## src/rtl/mmio_uart_ctrl.sv

```systemverilog
// Memory-mapped UART: DATA/STATUS/CTRL/divisor registers, TX and RX FIFOs,
// 16x-oversampled receiver with framing/overrun flags and a maskable interrupt.
module mmio_uart_ctrl #(
  parameter int CLK_FREQ   = 50000000,
  parameter int BAUD       = 19200,
  parameter int FIFO_DEPTH = 16
) (
  input  logic       clk,
  input  logic       rst,
  input  logic       s_mmio,
  input  logic       rd,
  input  logic       wr,
  input  logic [2:0] addr,
  input  logic [7:0] data_in,
  output logic [7:0] data_out,
  input  logic       rx,
  output logic       tx,
  output logic       irq
);

  localparam int AW = $clog2(FIFO_DEPTH);
  localparam logic [15:0] DIV_RST = 16'(CLK_FREQ / (BAUD * 16) - 1);

  localparam logic [1:0] S_IDLE  = 2'd0;
  localparam logic [1:0] S_START = 2'd1;
  localparam logic [1:0] S_DATA  = 2'd2;
  localparam logic [1:0] S_STOP  = 2'd3;

  logic acc_rd, acc_wr, acc_rd_q, acc_wr_q, rd_data_q;
  logic wr_pulse, rd_fall, wr_data, wr_stat;
  logic [2:0] ctrl;
  logic [15:0] div, baud_cnt;
  logic tick;
  logic tx_ovf, fe, rx_ovr;

  logic [7:0] tx_mem [FIFO_DEPTH];
  logic [AW:0] tx_wp, tx_rp;
  logic tx_empty, tx_full, tx_push, tx_pop, tx_ovf_set;
  logic [7:0] tx_head, tx_shift;
  logic [1:0] tx_state;
  logic [3:0] tx_tcnt;
  logic [2:0] tx_bit;

  logic [7:0] rx_mem [FIFO_DEPTH];
  logic [AW:0] rx_wp, rx_rp;
  logic rx_empty, rx_full, rx_push, rx_pop, rx_push_req, rx_ovr_set, fe_set, stop_sample;
  logic [7:0] rx_head, rx_shift;
  logic [1:0] rx_state;
  logic [3:0] rx_tcnt;
  logic [2:0] rx_bit;
  logic rx_ff1, rx_s;

  assign acc_rd   = rd & s_mmio;
  assign acc_wr   = wr & s_mmio;
  assign wr_pulse = acc_wr & ~acc_wr_q;
  assign rd_fall  = acc_rd_q & ~acc_rd;
  assign wr_data  = wr_pulse && (addr == 3'd0);
  assign wr_stat  = wr_pulse && (addr == 3'd1);

  // rd_data_q remembers whether the read that is ending actually saw a byte
  always_ff @(posedge clk or posedge rst) begin
    if (rst) begin
      acc_rd_q  <= 1'b0;
      acc_wr_q  <= 1'b0;
      rd_data_q <= 1'b0;
    end else begin
      acc_rd_q <= acc_rd;
      acc_wr_q <= acc_wr;
      if (acc_rd) rd_data_q <= (addr == 3'd0) && !rx_empty;
    end
  end

  always_ff @(posedge clk or posedge rst) begin
    if (rst) begin
      ctrl <= 3'd0;
      div  <= DIV_RST;
    end else if (wr_pulse) begin
      case (addr)
        3'd2: ctrl <= data_in[2:0];
        3'd3: div[7:0] <= data_in;
        3'd4: div[15:8] <= data_in;
        default: ;
      endcase
    end
  end

  always_ff @(posedge clk or posedge rst) begin
    if (rst) begin
      tx_ovf <= 1'b0;
      fe     <= 1'b0;
      rx_ovr <= 1'b0;
    end else begin
      tx_ovf <= tx_ovf_set | (tx_ovf & ~(wr_stat & data_in[7]));
      fe     <= fe_set     | (fe     & ~(wr_stat & data_in[6]));
      rx_ovr <= rx_ovr_set | (rx_ovr & ~(wr_stat & data_in[5]));
    end
  end

  assign tick = (baud_cnt == 16'd0);

  always_ff @(posedge clk or posedge rst) begin
    if (rst) baud_cnt <= DIV_RST;
    else     baud_cnt <= tick ? div : baud_cnt - 16'd1;
  end

  // A pop while full frees the slot the simultaneous push needs
  assign tx_empty   = (tx_wp == tx_rp);
  assign tx_full    = (tx_wp[AW] != tx_rp[AW]) && (tx_wp[AW-1:0] == tx_rp[AW-1:0]);
  assign tx_head    = tx_mem[tx_rp[AW-1:0]];
  assign tx_pop     = !tx_empty && ((tx_state == S_IDLE) ||
                      ((tx_state == S_STOP) && tick && (tx_tcnt == 4'd15)));
  assign tx_push    = wr_data && (!tx_full || tx_pop);
  assign tx_ovf_set = wr_data && tx_full && !tx_pop;

  always_ff @(posedge clk) begin
    if (tx_push) tx_mem[tx_wp[AW-1:0]] <= data_in;
    if (rx_push) rx_mem[rx_wp[AW-1:0]] <= rx_shift;
  end

  always_ff @(posedge clk or posedge rst) begin
    if (rst) begin
      tx_wp <= '0;
      tx_rp <= '0;
      rx_wp <= '0;
      rx_rp <= '0;
    end else begin
      if (tx_push) tx_wp <= tx_wp + 1'b1;
      if (tx_pop)  tx_rp <= tx_rp + 1'b1;
      if (rx_push) rx_wp <= rx_wp + 1'b1;
      if (rx_pop)  rx_rp <= rx_rp + 1'b1;
    end
  end

  // STOP can chain straight into the next START so frames run back to back
  always_ff @(posedge clk or posedge rst) begin
    if (rst) begin
      tx_state <= S_IDLE;
      tx       <= 1'b1;
      tx_tcnt  <= 4'd0;
      tx_bit   <= 3'd0;
      tx_shift <= 8'd0;
    end else begin
      case (tx_state)
        S_IDLE: if (tx_pop) begin
          tx_shift <= tx_head;
          tx       <= 1'b0;
          tx_tcnt  <= 4'd0;
          tx_state <= S_START;
        end
        S_START: if (tick) begin
          tx_tcnt <= tx_tcnt + 4'd1;
          if (tx_tcnt == 4'd15) begin
            tx_state <= S_DATA;
            tx       <= tx_shift[0];
            tx_bit   <= 3'd0;
          end
        end
        S_DATA: if (tick) begin
          tx_tcnt <= tx_tcnt + 4'd1;
          if (tx_tcnt == 4'd15) begin
            if (tx_bit == 3'd7) begin
              tx_state <= S_STOP;
              tx       <= 1'b1;
            end else begin
              tx_bit   <= tx_bit + 3'd1;
              tx_shift <= {1'b0, tx_shift[7:1]};
              tx       <= tx_shift[1];
            end
          end
        end
        default: if (tick) begin
          tx_tcnt <= tx_tcnt + 4'd1;
          if (tx_tcnt == 4'd15) begin
            if (tx_pop) begin
              tx_shift <= tx_head;
              tx       <= 1'b0;
              tx_state <= S_START;
            end else begin
              tx_state <= S_IDLE;
            end
          end
        end
      endcase
    end
  end

  assign rx_empty    = (rx_wp == rx_rp);
  assign rx_full     = (rx_wp[AW] != rx_rp[AW]) && (rx_wp[AW-1:0] == rx_rp[AW-1:0]);
  assign rx_head     = rx_mem[rx_rp[AW-1:0]];
  assign stop_sample = (rx_state == S_STOP) && tick && (rx_tcnt == 4'd15);
  assign rx_push_req = stop_sample && rx_s;
  assign fe_set      = stop_sample && !rx_s;
  assign rx_pop      = rd_fall && rd_data_q && !rx_empty;
  assign rx_push     = rx_push_req && (!rx_full || rx_pop);
  assign rx_ovr_set  = rx_push_req && rx_full && !rx_pop;

  // START is checked at its 8th tick; later samples fall 16 ticks apart, mid-bit
  always_ff @(posedge clk or posedge rst) begin
    if (rst) begin
      rx_ff1   <= 1'b1;
      rx_s     <= 1'b1;
      rx_state <= S_IDLE;
      rx_tcnt  <= 4'd0;
      rx_bit   <= 3'd0;
      rx_shift <= 8'd0;
    end else begin
      rx_ff1 <= rx;
      rx_s   <= rx_ff1;
      case (rx_state)
        S_IDLE: if (!rx_s) begin
          rx_state <= S_START;
          rx_tcnt  <= 4'd0;
        end
        S_START: if (tick) begin
          if (rx_tcnt == 4'd7) begin
            rx_tcnt  <= 4'd0;
            rx_bit   <= 3'd0;
            rx_state <= rx_s ? S_IDLE : S_DATA;
          end else begin
            rx_tcnt <= rx_tcnt + 4'd1;
          end
        end
        S_DATA: if (tick) begin
          rx_tcnt <= rx_tcnt + 4'd1;
          if (rx_tcnt == 4'd15) begin
            rx_shift <= {rx_s, rx_shift[7:1]};
            rx_bit   <= rx_bit + 3'd1;
            if (rx_bit == 3'd7) rx_state <= S_STOP;
          end
        end
        default: if (tick) begin
          rx_tcnt <= rx_tcnt + 4'd1;
          if (rx_tcnt == 4'd15) rx_state <= S_IDLE;
        end
      endcase
    end
  end

  always_ff @(posedge clk or posedge rst) begin
    if (rst) irq <= 1'b0;
    else     irq <= (ctrl[0] & ~rx_empty) | (ctrl[1] & tx_empty) |
                    (ctrl[2] & (fe | rx_ovr | tx_ovf));
  end

  always_comb begin
    data_out = 8'd0;
    if (acc_rd) begin
      case (addr)
        3'd0: data_out = rx_empty ? 8'd0 : rx_head;
        3'd1: data_out = {tx_ovf, fe, rx_ovr, 1'b0, tx_full, tx_empty, rx_full, rx_empty};
        3'd2: data_out = {5'd0, ctrl};
        3'd3: data_out = div[7:0];
        3'd4: data_out = div[15:8];
        default: data_out = 8'd0;
      endcase
    end
  end

endmodule

```

## config.mk

```make
export PLATFORM = sky130hd
export DESIGN_NAME = mmio_uart_ctrl
export DESIGN_NICKNAME = d
export VERILOG_FILES = /design/src/rtl/mmio_uart_ctrl.sv
export SDC_FILE = /design/constraint.sdc
export NUM_CORES = 1
export LEC_CHECK = 0
export ABC_AREA = 1
export CAP_MARGIN = 20
export CORE_ASPECT_RATIO = 0.6
export CORE_MARGIN = 1.5
export CORE_UTILIZATION = 55
export DETAILED_ROUTE_END_ITERATION = 8
export GPL_TIMING_DRIVEN = 0
export MAX_ROUTING_LAYER = met4
export PLACE_DENSITY_LB_ADDON = 0.25
export SLEW_MARGIN = 20
export SYNTH_ARGS = -nofsm -noshare
export SYNTH_HDL_FRONTEND = slang
export SYNTH_SLANG_ARGS = --single-unit
export TNS_END_PERCENT = 5
```

## constraint.sdc

```tcl
create_clock -name clk -period 3 [get_ports clk]
set_clock_uncertainty 0.2 [all_clocks]
set_input_delay 0.3 -clock clk [delete_from_list [all_inputs] [get_ports clk]]
set_output_delay 0.3 -clock clk [all_outputs]
set_load 0.02 [all_outputs]
```

==> impl_metrics.env, run 1 <==
export IMPL_core_rowCount=47
export IMPL_synth_warnings=0
export IMPL_htree_levels=2
export IMPL_synth_edff_count=256
export IMPL_crit_required_ps=2500
export IMPL_status="complete, no violations"
export IMPL_gp_congestion=0.960
export IMPL_setup_slack_ps=10.9
export IMPL_synth_top_area_share_pct=49.7
export IMPL_yosys_most_used_dff="edfxtp_1"
export IMPL_power_leakage_nw=7.04
export IMPL_ys_ff_latch=355
export IMPL_numCtsBuffers=34
export IMPL_fp_dieH_um=133
export IMPL_critPathSlowestCell="dfrtp_2"
export IMPL_syn_cell_area_sq_um=15500
export IMPL_path_clk_slew_ps=60
export IMPL_pin_count=27
export IMPL_dpl_hpwl_um=27500
export IMPL_totalWireLength_um=39800
export IMPL_finalSetupTns_ps=0
export IMPL_io_buffer_count=25
export IMPL_drive_gt1_share_pct=12.5
export IMPL_period_minus_slack_ps=2990
export IMPL_power_density_nw_per_um2=727
export IMPL_track_usage_pct=28.6
export IMPL_dr_total_vias=11200
export IMPL_dpl_cell_count=1836
export IMPL_slew_violations=0
export IMPL_synth_largest_area_cell="edfxtp_1"
export IMPL_ir_worst_vdd_v=0.000356
export IMPL_worst_pin_slew_ps=912
export IMPL_synth_area_leaders="edfxtp_1, dfrtp_1, o21ai_0, nor2_1, nand2_1"
export IMPL_crit_chain="buf_6, buf_4, nor2_1, nor2_1, o21ai_0, o211ai_1, nand3_1, nand2_1, nand2_1, a21oi_2, buf_4"
export IMPL_synthArstFlopShare_pct=27.9
export IMPL_cts_tree="done"
export IMPL_maxCapViolations=0
export IMPL_ant_nets=0
export IMPL_synth_most_common_cell="edfxtp_1"
export IMPL_fin_cells=1904
export IMPL_grt_pass1_wl_um=60300
export IMPL_area_growth_pct=14.4
export IMPL_drt_first_pass_iters=9
export IMPL_drc=0
export IMPL_setup_violations=0
export IMPL_hold_ws_ps=161
export IMPL_crit_arrival_ps=2490
export IMPL_fmax_ghz=0.335
export IMPL_nets=1549
export IMPL_avgSynthCellArea_sq_um=10.8
export IMPL_ys_top_cells_by_count="edfxtp_1, nor2_1, nand2_1, o21ai_0, dfrtp_1"
export IMPL_die_area_sq_um=29200
export IMPL_fin_crit_sh_pct=99.6
export IMPL_worstSetupPathType="register to output pin"
export IMPL_critPathMaxFanout=10
export IMPL_die_w_um=220
export IMPL_routed_via_density=5.90
export IMPL_max_clock_path_buffers=3
export IMPL_critPathLaunchType="register"
export IMPL_pre_cts_slack_ps=-330
export IMPL_yosysSeqAreaShare_pct=65.8
export IMPL_final_util_pct=64.1
export IMPL_syn_inst=1439
export IMPL_wire_per_inst_um=20.9
export IMPL_setup_worst_path_end_class="output pin"
export IMPL_gr_total_overflow=0
export IMPL_insertion_delay_ps=520
export IMPL_cts_sinks=355
export IMPL_antenna_found_initial=2
export IMPL_fill_cells=2135
export IMPL_critPathMaxStageDelay_ps=430
export IMPL_hold_viol_final=0
export IMPL_hp_class="register to register"
export IMPL_synthDistinctLibCells=45
export IMPL_grt_setup_unrepaired="yes"
export IMPL_grt_pass1_vias=10500
export IMPL_start_util_pct=56.0
export IMPL_max_slew_margin_pct=39.0
export IMPL_mappedNetlistNets=1477
export IMPL_first_iter_violations=1475
export IMPL_clock_root_buffer="clkbuf_16"
export IMPL_core_sq_um=27600
export IMPL_grt_max_degree=33
-- power by group --
part,internal (mW),switching [mW]
Clock,2.39,1.83
Combinational,1.03,1.81
Sequential,5.52,0.289
Total,8.94,3.94
-- worst paths after layout --
kind | from | to | slack (ps) | cells after the start
min | rx_ff1 | rx_s | 160 | 0
max | rx_rp[0] | data_out[5] | 10 | 11
max reg2reg | baud_cnt[0] | tx_mem[0][2] | 90 | 11
max in group asynchronous | rst | div[7] | 1410 | 5
min in group asynchronous | rst | rx_tcnt[1] | 450 | 3
min reg2reg | rx_ff1 | rx_s | 160 | 0
-- stage by stage --
| step | instance area, sq um | power, mW |
|---|---|---|
| 2_1_floorplan | 15500 | 7.51 |
| 5_1_grt | 17700 | 13.4 |
| 4_1_cts | 17500 | 12.7 |
| 3_5_place_dp | 16300 | 8.38 |
| 6_report | 17700 | 12.9 |
| 3_3_place_gp | 16200 | 8.28 |
-- final cells by class --
class / instances / area [sq um] / share of cell area [%]
Timing Repair Buffer: 36 / 358 / 2.02
Clock inverter: 12 / 86.3 / 0.487
Clock buffer: 48 / 987 / 5.57
Inverter: 96 / 370 / 2.09
Buffer: 56 / 358 / 2.02
Sequential cell: 355 / 10200 / 57.5
Tap cell: 367 / 459 / 2.59
Antenna cell: 2 / 5.00 / 0.0283
Multi-Input combinational cell: 932 / 4910 / 27.7
-- cell families (layout without fill, tap and decap cells) --
kind of cell | Yosys count | after routing | synth area share (%)
buf+inv | 152 | 248 | 4.06
flops | 355 | 355 | 65.8
fa+ha+maj | 21 | 21 | 1.70
xor+xnor | 38 | 38 | 2.15
compound gates | 289 | 289 | 10.3
simple gates | 583 | 583 | 16.0
other cells | 0 | 2 | 0
mux | 1 | 1 | 0.0647
-- registers in the layout, indices dropped and copies added, names as in the netlist, 4 cells and up --
signal,count
rx_rp,5
rx_mem,128
baud_cnt,16
rx_wp,5
rx_shift,8
tx_rp,5
tx_mem,128
tx_shift,8
tx_tcnt,4
tx_wp,5
div,16
rx_tcnt,4
-- per-layer routing --
layer	GRT usage, %	wire length, um	vias to the layer above
li1	-	-	5117
met3	8.87	5190	66
met1	44.8	18200	5468
met4	6.81	772	0
met5	-	0	-
met2	35.7	15600	580
-- worst max-delay path, delay by kind of cell (launching register included) --
kind / cells / cell delay (ps)
buf+inv: 3 / 540
compound gates: 3 / 490
simple gates: 5 / 510
flops: 1 / 430
-- cells in the final DEF, fill, tap and decap left out, types with 6 or more instances in the layout --
cell and instances:
a21oi_1 22, nor3_4 9, buf_4 17, nand2_1 222
dfrtp_1 88, xor2_1 27, ha_1 21, o211ai_1 31
nand2_2 8, nor2_1 225, buf_6 12, dfstp_2 9
clkinv_2 7, o21ai_0 178, nand3_1 59, nor2_2 20
o21ai_1 8, xnor2_1 11, o22ai_1 28, nor3_1 6
clkbuf_1 29, clkdlybuf4s50_1 17, clkinv_1 9, buf_2 12
clkbuf_16 37, inv_1 83, edfxtp_1 256, nor3_2 8
-- what timing repair did --
| item | in CTS | in global routing |
|---|---|---|
| endpoints found under the setup margin | 28 | 182 |
| gates resized for setup | 78 | 56 |
| buffers inserted | 0 | 4 |
| hold endpoints to repair | 12 | 0 |
| pin swaps | 5 | 8 |
| hold buffers | 2 | 0 |
Note: power is estimated with default switching activity, not from simulation.
==> inputs of run 2 (changes only) <==
--- a/config.mk
+++ b/config.mk
@@ -11,6 +11,7 @@
 export CORE_MARGIN = 1.5
 export CORE_UTILIZATION = 55
 export DETAILED_ROUTE_END_ITERATION = 8
+export DONT_BUFFER_PORTS = 1
 export GPL_TIMING_DRIVEN = 0
 export MAX_ROUTING_LAYER = met4
 export PLACE_DENSITY_LB_ADDON = 0.25
==> run 2 against run 1 <==
  * The flow now finishes with violations (negative setup slack)
  * Non-clock buffer count fell by 18
  * Wire length down 0.46%
  * Combinational power fell by 6%
==> impl_metrics.env, run 2 (same netlist as run 1, synthesis figures left out) <==
export IMPL_htree_levels=2
export IMPL_fin_crit_sh_pct=104
export IMPL_final_cell_mix="edfxtp_1, nor2_1, nand2_1"
export IMPL_path_clk_slew_ps=70
export IMPL_max_slew_margin_pct=32.5
export IMPL_totalWireLength_um=39600
export IMPL_core_sq_um=27600
export IMPL_routed_via_density=5.86
export IMPL_dr_total_vias=11100
export IMPL_dpl_cell_area_sq_um=16100
export IMPL_wire_per_inst_um=21.0
export IMPL_hp_class="primary input to asynchronous set/reset pin"
export IMPL_crit_arrival_ps=2610
export IMPL_insertion_delay_ps=530
export IMPL_final_util_pct=63.7
export IMPL_post_cts_buffers=0
export IMPL_ir_worst_vdd_v=0.000625
export IMPL_finalSetupTns_ps=-106
export IMPL_status="finished, violations left"
export IMPL_cts_sinks=355
export IMPL_final_common_cell="edfxtp_1"
export IMPL_cts_tree="done"
export IMPL_dpl_hpwl_um=27400
export IMPL_die_w_um=220
export IMPL_die_area_sq_um=29200
export IMPL_design_area_sq_um=17600
export IMPL_fill_cells=2126
export IMPL_violations="negative setup slack"
export IMPL_setup_slack_ps=-106
export IMPL_grt_pass1_vias=10500
export IMPL_busiest_layer="met1"
export IMPL_nets=1531
export IMPL_fp_dieH_um=133
export IMPL_crit_required_ps=2500
export IMPL_period_minus_slack_ps=3110
export IMPL_area_growth_pct=13.8
export IMPL_setup_worst_path_end_class="output pin"
export IMPL_gp_congestion=0.955
export IMPL_worstSetupPathType="register to output pin"
export IMPL_drc=0
export IMPL_slew_violations=0
export IMPL_met3_usage_pct=8.90
export IMPL_drive_gt1_share_pct=12.3
export IMPL_pin_count=27
export IMPL_critPathMaxFanout=10
export IMPL_area_sequential_sq_um=10200
export IMPL_gr_total_overflow=0
export IMPL_worst_pin_slew_ps=1010
export IMPL_track_usage_pct=29.1
export IMPL_maxCapViolations=0
export IMPL_power_leakage_nw=6.95
export IMPL_fmax_ghz=0.322
export IMPL_setup_violations=1
export IMPL_clock_root_buffer="clkbuf_16"
export IMPL_critPathLaunchType="register"
export IMPL_drt_first_pass_iters=6
export IMPL_first_iter_violations=1490
export IMPL_grt_pass1_wl_um=61000
export IMPL_power_density_nw_per_um2=729
export IMPL_core_rowCount=47
export IMPL_met1_usage_pct=45.9
export IMPL_ant_nets=0
export IMPL_hold_viol_final=0
export IMPL_numCtsBuffers=34
export IMPL_multi_input_area_sq_um=4940
export IMPL_grt_max_degree=34
export IMPL_met2_usage_pct=36.3
export IMPL_max_clock_path_buffers=3
export IMPL_grt_setup_unrepaired="yes"
export IMPL_io_buffer_count=0
export IMPL_antenna_found_initial=2
export IMPL_start_util_pct=56.0
run 2: cell types whose count changed in the layout (fill, tap and decap cells not counted), sizes merged:
cell,previous run,this run
clkinv,16,19
clkdlybuf4s50,17,0
dlygate4sd3,2,15
buf,46,28
clkbuf,74,76
inv,88,89
clkdlybuf4s15,1,0
run 2: cell type report:
type                       instances  share of cell area, %
buffer                            56                   1.76
clock inverter                    16                  0.718
inverter                          96                   2.09
multi-input combinational        932                   28.1
sequential                       355                   57.8
tap                              367                   2.61
antenna                            2                 0.0284
clock buffer                      45                   5.72
timing repair buffer              18                   1.19
run 2: metrics by stage:
step / hold WS [ps] / worst slack [ps] / total power, mW / cells
after floorplan: 104 / 391 / 7.51 / 1439
after global placement: 105 / -340 / 8.22 / 1806
after detailed placement: -48.7 / -152 / 8.30 / 1809
after CTS: 1.55 / -73.9 / 12.7 / 1885
after global routing: 27.3 / -177 / 13.4 / 1887
final: 8.58 / -106 / 12.8 / 1887
run 2: path summary, 6_finish.rpt:
| path | start | end | slack (ps) | depth (start not counted) |
|---|---|---|---|---|
| setup / recovery | rx_rp[0] | data_out[4] | -110 | 9 |
| hold / removal | rst | rx_tcnt[2] | 9 | 2 |
| setup reg to reg | baud_cnt[0] | rx_mem[14][3] | 150 | 11 |
| hold reg to reg | rx_ff1 | rx_s | 160 | 0 |
| max in group asynchronous | rst | rx_rp[0] | 1650 | 5 |
| min in group clk | addr[0] | div[10] | 50 | 4 |
run 2: per-layer routing:
metal	part of all wire, %	up-vias
met5	0	-
met4	1.6	0
met3	13	46
met2	39	571
met1	46	5350
li1	-	5091
run 2: critical path, cell delays in order (launching register included):
cell and delay (ps):
dfrtp_2 470, inv_1 110, buf_4 180, clkbuf_2 240, nor2_1 60, o211ai_1 400, nand3_1 130, nand2_1 120
a21oi_1 80, nor2_2 270
run 2: report_power, final:
part | internal (mW) | switching, mW
Combinational | 0.909 | 1.77
Sequential | 5.51 | 0.294
Clock | 2.47 | 1.87
run 2: what timing repair did:
action                                 4_1_cts  5_1_grt
endpoints found under the hold margin      216        0
setup endpoints to repair                   40      176
gates resized for setup                     42       32
pin swaps                                    2        1
hold buffers                                15        0
==> inputs of run 3 (changes only) <==
--- a/config.mk
+++ b/config.mk
@@ -9,7 +9,7 @@
 export CAP_MARGIN = 20
 export CORE_ASPECT_RATIO = 0.6
 export CORE_MARGIN = 1.5
-export CORE_UTILIZATION = 55
+export CORE_UTILIZATION = 35
 export DETAILED_ROUTE_END_ITERATION = 8
 export DONT_BUFFER_PORTS = 1
 export GPL_TIMING_DRIVEN = 0
==> run 3 against run 2 <==
  * The flow still finishes with violations (negative setup slack)
  * Utilization shrank 22 points
  * Register-to-register slack lost 130 ps
  * Combinational power grew 3%
  * Flip-flop and latch count is the same
  * Final cell count grew 11%
  * Sequential power is essentially flat
  * Non-clock buffer count grew 3
  * Clock power shrank 1%
  * First-iteration DRC count shrank 21%
  * Critical endpoint is now data_out[2]
  * Highest routed layer unchanged
==> impl_metrics.env, run 3 (same netlist as run 1, synthesis figures left out) <==
export IMPL_final_common_cell="edfxtp_1"
export IMPL_power_leakage_nw=7.07
export IMPL_violations="negative setup slack"
export IMPL_grt_max_degree=32
export IMPL_p_switching_mw=3.97
export IMPL_fmax_ghz=0.332
export IMPL_core_sq_um=43500
export IMPL_grt_pass1_wl_um=63500
export IMPL_status="finished, violations left"
export IMPL_area_growth_pct=16.3
export IMPL_pin_count=27
export IMPL_max_clock_path_buffers=3
export IMPL_r2r_cells=11
export IMPL_dr_total_vias=10800
export IMPL_fin_cells=2104
export IMPL_max_slew_margin_pct=32.7
export IMPL_design_area_sq_um=18000
export IMPL_numCtsBuffers=36
export IMPL_dpl_hpwl_um=29700
export IMPL_worst_pin_slew_ps=1010
export IMPL_routed_via_density=5.11
export IMPL_totalWireLength_um=41800
export IMPL_setup_slack_ps=-11.5
export IMPL_hp_class="primary input to register"
export IMPL_die_area_sq_um=45500
export IMPL_drive_gt1_share_pct=12.1
export IMPL_grt_pass1_vias=10100
export IMPL_crit_required_ps=2500
export IMPL_period_minus_slack_ps=3010
export IMPL_core_rowCount=59
export IMPL_antenna_found_initial=1
export IMPL_internal_power_mw=8.86
export IMPL_die_w_um=274
export IMPL_setup_violations=2
export IMPL_drc=0
export IMPL_insertion_delay_ps=530
export IMPL_fp_dieH_um=166
export IMPL_critPathMaxStageDelay_ps=450
export IMPL_nets=1536
export IMPL_fin_crit_sh_pct=100
export IMPL_drt_first_pass_iters=5
export IMPL_grt_setup_unrepaired="yes"
export IMPL_path_clk_slew_ps=70
export IMPL_critPathSlowestCell="dfrtp_2"
export IMPL_slew_violations=0
export IMPL_whs_path_depth=4
export IMPL_cts_sinks=355
export IMPL_wire_per_inst_um=19.9
export IMPL_p_clk_share_pct=33.5
export IMPL_sw_frac_of_total_pct=31.0
export IMPL_crit_arrival_ps=2510
export IMPL_ir_worst_vdd_v=0.000320
export IMPL_maxCapViolations=0
export IMPL_combinationalPowerShare_pct=21.4
export IMPL_seqPwrFrac_pct=45.1
export IMPL_first_iter_violations=1171
export IMPL_final_cell_mix="edfxtp_1, nor2_1, nand2_1"
export IMPL_ant_nets=0
export IMPL_gp_congestion=0.961
export IMPL_clock_root_buffer="clkbuf_16"
export IMPL_diodes=0
export IMPL_finalSetupTns_ps=-13.0
export IMPL_dpl_cell_area_sq_um=16300
export IMPL_io_buffer_count=0
export IMPL_hold_viol_final=0
export IMPL_critPathMaxFanout=10
export IMPL_power_density_nw_per_um2=713
export IMPL_track_usage_pct=19.2
export IMPL_gr_total_overflow=0
export IMPL_dpl_cell_count=2021
export IMPL_crit_path_frequent_cell="nand2_1"
export IMPL_setup_worst_path_end_class="output pin"
export IMPL_crit_chain="inv_1, buf_6, buf_4, nor2_1, o211ai_1, nand3_1, nand2_1, nand2_1, a21oi_4"
export IMPL_start_util_pct=35.6
export IMPL_htree_levels=2
export IMPL_worstSetupPathType="register to output pin"
export IMPL_critPathLaunchType="register"
export IMPL_cts_tree="done"
-- run 3: changes by cell type in the layout (fill, tap and decap cells not counted), sizes merged --
cell and change:
dlygate4sd3 +1, clkbuf -1, clkinv +4, diode -2, inv +1, buf +2
-- run 3: worst paths after layout --
kind	start	to	slack, ps
setup reg to reg	baud_cnt[0]	tx_mem[1][3]	20
setup / recovery	rx_rp[0]	data_out[2]	-10
max in group asynchronous	rst	rx_ff1	1430
hold / removal	addr[0]	div[12]	60
hold reg to reg	rx_ff1	rx_s	160
min in group asynchronous	rst	baud_cnt[9]	130
-- run 3: through the flow --
stage	power (mW)	util, %	hold slack [ps]	setup slack, ps
4_1_cts	12.9	41.0	23.6	-122
3_3_place_gp	8.31	37.3	105	-511
3_5_place_dp	8.35	37.6	71.9	-422
6_report	12.8	41.4	60.7	-11.5
2_1_floorplan	7.51	-	104	391
5_1_grt	13.5	41.4	73.1	-170
-- run 3: final cells by class --
cell class,count,area (sq um)
Sequential cell,355,10200
Clock buffer,44,972
Fill cell,4063,25500
Inverter,96,368
Tap cell,579,724
Timing Repair Buffer,21,268
Multi-Input combinational cell,932,5020
Buffer,56,329
Clock inverter,21,143
-- run 3: routing by layer --
metal  GRT usage [%]  routed length [um]  vias up
met2            22.4               15200      372
met3            5.25                4310       47
met5               -                   0        -
li1                -                   -     5089
met1            31.6               21600     5243
met4            4.06                 701        0
-- run 3: critical path, delay by kind of cell (launching register included) --
kind / cells / cell delay [ps]
simple gates: 4 / 420
buf+inv: 3 / 480
flops: 1 / 450
compound gates: 2 / 620
-- run 3: what timing repair did --
| action | CTS | global route |
|---|---|---|
| endpoints found under the hold margin | 207 | 0 |
| pin swaps | 3 | 7 |
| setup buffers | 0 | 2 |
| setup endpoints to repair | 152 | 258 |
| resized for setup | 56 | 31 |
| hold buffers | 16 | 0 |
-- run 3: power by group through the flow --
stage,Combinational [mW],Sequential [mW],Clock (mW)
finish,2.75,5.79,4.29
global route,3.06,5.82,4.58
CTS,2.67,5.79,4.40
detailed placement,2.47,5.88,0
global placement,2.43,5.88,0
floorplan,1.71,5.81,0
